## src/rtl/encoder83_irq.sv

```systemverilog
// Sticky 8-line interrupt request encoder: captures active-low requests into a
// pending register and presents one fixed-priority code at a time until acknowledged.
module encoder83_irq #(
  parameter bit HIGH_FIRST = 1'b1
) (
  input  logic       clk,
  input  logic       rst_n,
  input  logic       E,
  input  logic [7:0] I_n,
  input  logic       ack,
  output logic [2:0] A,
  output logic       valid,
  output logic       GS_n,
  output logic [7:0] pend
);

  typedef enum logic {
    IDLE    = 1'b0,
    PRESENT = 1'b1
  } state_t;

  state_t     state_reg;
  logic [7:0] pend_reg;
  logic [7:0] pend_next;
  logic [2:0] a_reg;
  logic       valid_reg;
  logic [7:0] set_mask;
  logic [7:0] clr_mask;

  function automatic logic [2:0] prio_idx(input logic [7:0] p);
    logic [2:0] idx;
    idx = 3'd0;
    // Later matches overwrite earlier ones, so scan order sets the winner.
    if (HIGH_FIRST) begin
      for (int i = 0; i < 8; i++)
        if (p[i]) idx = 3'(i);
    end else begin
      for (int i = 7; i >= 0; i--)
        if (p[i]) idx = 3'(i);
    end
    return idx;
  endfunction

  // Set is applied after clear so a request sampled on its own ack edge survives.
  always_comb begin
    set_mask  = E ? ~I_n : 8'h00;
    clr_mask  = (state_reg == PRESENT && ack) ? (8'h01 << a_reg) : 8'h00;
    pend_next = (pend_reg & ~clr_mask) | set_mask;
  end

  always_ff @(posedge clk or negedge rst_n) begin
    if (!rst_n) begin
      state_reg <= IDLE;
      pend_reg  <= 8'h00;
      a_reg     <= 3'd0;
      valid_reg <= 1'b0;
    end else begin
      pend_reg <= pend_next;
      case (state_reg)
        IDLE: begin
          if (|pend_reg) begin
            state_reg <= PRESENT;
            a_reg     <= prio_idx(pend_reg);
            valid_reg <= 1'b1;
          end
        end
        PRESENT: begin
          if (ack) begin
            state_reg <= IDLE;
            valid_reg <= 1'b0;
          end
        end
        default: begin
          state_reg <= IDLE;
          valid_reg <= 1'b0;
        end
      endcase
    end
  end

  assign A     = a_reg;
  assign valid = valid_reg;
  assign pend  = pend_reg;
  assign GS_n  = ~|pend_reg;

endmodule

```

## config.mk

```make
export PLATFORM = sky130hd
export DESIGN_NAME = encoder83_irq
export DESIGN_NICKNAME = d
export VERILOG_FILES = /design/src/rtl/encoder83_irq.sv
export SDC_FILE = /design/constraint.sdc
export NUM_CORES = 1
export LEC_CHECK = 0
export ABC_AREA = 0
export BUFFER_PORTS_ARGS = -buffer_cell sky130_fd_sc_hd__buf_2
export CAP_MARGIN = 30
export CORE_MARGIN = 2
export CORE_UTILIZATION = 35
export DETAILED_ROUTE_END_ITERATION = 7
export PLACE_DENSITY = 0.58
export REMOVE_ABC_BUFFERS = 1
export SLEW_MARGIN = 15
export SYNTH_ARGS = -nofsm -noshare
export SYNTH_HDL_FRONTEND = slang
export SYNTH_SLANG_ARGS = --single-unit
export TNS_END_PERCENT = 5
```

## constraint.sdc

```tcl
create_clock -name clk -period 2.8 [get_ports clk]
set_clock_uncertainty 0.2 [all_clocks]
set_input_delay 0.56 -clock clk [delete_from_list [all_inputs] [get_ports clk]]
set_output_delay 0.56 -clock clk [all_outputs]
set_load 0.02 [all_outputs]
```

# == After elaboration in Yosys (flattened, before gate mapping) ==
# Index checks and enable logic that the tools add are counted.
# word_totals
ff_bits,13
latch_bits,0
ram_bits,0
rom_bits,0
inputBits,12
memories,0
# op_classes
add_sub_neg,0
multipliers,0
n_div,0
order_cmp,0
n_eq_ne,2
n_shift,1
mux,15
bitwise,5
n_reduce_logical,5
# op_table
operator,count
$mux 3,6
$mux 8,2
$not 8->8,2
$and 8x8->8,1
$or 8x8->8,1
$reduce_or 8->1,1
$shl 1x3->8 const A,1
$mux 1,5
$ne 2x2->1 const B,2
$pmux 1 s2,2
$reduce_and 2->1,2
$logic_and 1x1->1,1
$logic_not 1->1,1
$not 1->1,1

# == Longest topological paths before layout ==
# depth
ltp_word,7
mapped_depth,5
depth_no_buf,5

# == Least setup slack after synthesis ==
# OpenSTA, ideal clock, no wires.
# synth_timing
path_kind,flip-flop to output port
from,"register pend_reg[6], in the netlist pend[6]"
to,output port GS_n
arrival_ps,1038
t_required_ps,2040
slack_ps,1002
path_stages_with_launch,4
n_path_buf,0
cell_sequence,dfrtp_1 nor4_2 nand2_1 inv_2
# synth_via
elab_chain_len,2
# synth_lines
element,line,source
"start, declared",23,logic [7:0] pend_reg;
"start signal, assigned",58,pend_reg <= pend_next;
$reduce_or 8->1,84,assign GS_n = ~|pend_reg;
$logic_not 1->1,84,
"end, declared",13,"output logic GS_n,"
# Every way passes these cells.

# == Final worst setup path ==
# Ends and elaborated chain as after synthesis.

==> reports/summary.txt <==
Met1 wire length -> 613 µm
Total Routing Usage GR -> 15.7%
Area of the mapped netlist -> 593 µm²
Design area -> 762 µm²
Async SR Flop Fraction -> 100%
Share of the synthesized area in the top cell type -> 54.9%
Post-synth EDFFs -> 0
# H-tree levels -> 1
Vias/cell -> 5.20
Max Fclk -> 0.459 GHz
Crit. End Element -> output pin
Largest net degree at the start of global routing -> 14
Die Footprint -> 2040 µm²
Die W -> 45.2 µm
Cts hold-fix bufs -> 1
CTS root buffer -> clkbuf_4
Routed vias -> 530
Fin Setup TNS -> 0 ns
GRT overflow -> 0
Slew HR -> 80.1%
Synth top cells by count -> 16 x o21ai_0, 13 x dfrtp_1, 4 x a21oi_1, 4 x nor2_1, 4 x o31ai_1
Wire length on met2 -> 652 µm
Cell Pwr Density -> 662 nW/µm²
Reg clk slew, reported paths -> 0.08 ns
Run status -> complete, no violations
Final hold viol count -> 0
Clk buf depth -> 2
Die H -> 45.2 µm
Layout area overhead -> 28.5%
Cells after synthesis -> 58
Top Layer Used -> met4
Final min period -> 2.18 ns
N_diodes -> 0
Post-synth cell types -> 15
Slew Limit Fails -> 0
Max cap viols -> 0
First-pass detailed-route iteration total -> 4
Clock sinks -> 13
Crit path kind -> reg2out
Mapped Avg Cell Area -> 10.2 µm²
Actual slew at the worst max-slew pin -> 0.298 ns
I/O Buffers -> 24
Placement Setup Slack -> 0.914 ns
1st-iter DRT viols -> 3
Synth Register Bits -> 13
RePlAce Congestion -> 0.806
Largest area contributor in the netlist -> dfrtp_1
CTS resizes -> 0
Register area share after synthesis -> 54.9%
Share of layout cells above drive strength 1 -> 38.4%
Vias in the first global route -> 540
CTS buffer count -> 3
Synth warn -> 0
First-pass GRT wire length -> 2330 µm
Max reg flops -> 8
HPWL Detailed -> 1040 µm
TritonCTS clock tree -> built
Lkg Pwr -> 0.000329 µW
Num ports -> 25
Clk_lat worst skew -> 0.27 ns
NumNets Final -> 99
Placed cell area -> 726 µm²
Primary FF master, synth -> dfrtp_1
Worst-path fanout max -> 6
Core area -> 1540 µm²
Remaining antenna violation count -> 0
DR DRC count -> 0
Worst Path Arrival -> 1.42 ns
RSZ-0062 raised after global routing -> false
Largest cells by area after synthesis -> dfrtp_1 55%, o21ai_0 14%, mux2_4 5.1%
Final setup violation count -> 0
Starting Density -> 38.5%
Row cnt -> 14
Most common cell in the netlist -> o21ai_0
Routed wire per std cell -> 13.1 µm
Crit path launch type -> flop
Post-CTS setup buffers -> 0
Metal3 WL -> 68 µm
Final worst slack -> 0.621 ns
Final wirelength -> 1340 µm
Tcrit/Tclk final -> 77.8%
Required @ worst endpoint -> 2.04 ns
Initial antenna violation count -> 0
Worst IR Drop VDD -> 0.000281 V
Hold/Removal Path Class -> in2reg
==> layout make-up <==
| type | count | area [µm²] |
|---|---|---|
| Multi-Input combinational cell | 40 | 245 |
| Timing Repair Buffer | 25 | 130 |
| Inverter | 4 | 15.0 |
| Tap cell | 16 | 20.0 |
| Fill cell | 154 | 779 |
| Clock buffer | 4 | 26.3 |
| Sequential cell | 13 | 325 |
==> power by group <==
| group | internal (µW) | total [µW] | switching (µW) |
|---|---|---|---|
| combinational | 54.6 | 133 | 78.6 |
| sequential | 215 | 256 | 41.2 |
| clock | 55.1 | 115 | 59.7 |
| total | 325 | 504 | 180 |
==> per-layer routing <==
| metal | global-route usage, % | vias to the layer above |
|---|---|---|
| met1 | 20.9 | 246 |
| met4 | 5.29 | 0 |
| met5 | 0 | - |
| met3 | 2.40 | 2 |
| met2 | 26.0 | 17 |
| li1 | - | 265 |
==> critical path: stages (launching register included) <==
cell	delay, ns
dfrtp_1	0.45
nor4_2	0.32
nand2_1	0.15
inv_2	0.08
buf_2	0.16
==> through the flow <==
step	total power (µW)	cells	utilization [%]	hold WS [ns]
finish	504	102	49.4	0.256
global route	541	102	49.4	0.260
CTS	510	102	49.4	0.251
detailed placement	394	97	47.1	0.264
global placement	391	97	47.1	0.262
floorplan	335	57	-	0.0644
==> placed cells by master, fill, tap and decap left out <==
master | Yosys | final
nor2_2 | 1 | 1
mux2_4 | 2 | 2
nor2_1 | 4 | 4
nand2_1 | 2 | 2
nand3b_1 | 1 | 1
a21oi_1 | 4 | 4
o31ai_1 | 4 | 4
dfrtp_1 | 13 | 13
inv_1 | 3 | 3
dlygate4sd3_1 | 0 | 1
buf_2 | 0 | 24
o21ai_0 | 16 | 16
clkbuf_1 | 0 | 1
nor4_2 | 2 | 2
nand2b_1 | 3 | 3
clkbuf_4 | 0 | 3
inv_2 | 1 | 1
nand3_1 | 1 | 1
==> worst paths after layout <==
path / start / to / slack (ns) / depth (start not counted)
max: pend[6]$_DFF_PN0_ / GS_n / 0.62 / 4
min: I_n[5] / pend[5]$_DFF_PN0_ / 0.26 / 2
max reg2reg: pend[6]$_DFF_PN0_ / A[0]$_DFFE_PN0P_ / 1.15 / 5
min reg2reg: valid$_DFFE_PN0P_ / valid$_DFFE_PN0P_ / 0.35 / 2
max in group asynchronous: rst_n / pend[5]$_DFF_PN0_ / 1.67 / 2
min in group asynchronous: rst_n / valid$_DFFE_PN0P_ / 0.50 / 2
==> cell families after synthesis <==
group / synth area share, %
DFF: 54.9
muxes: 5.06
AOI/OAI and AO/OA: 21.9
buffers and inverters: 3.80
and+or+nand+nor: 14.3
No activity file was read; power rests on OpenSTA's default activity.
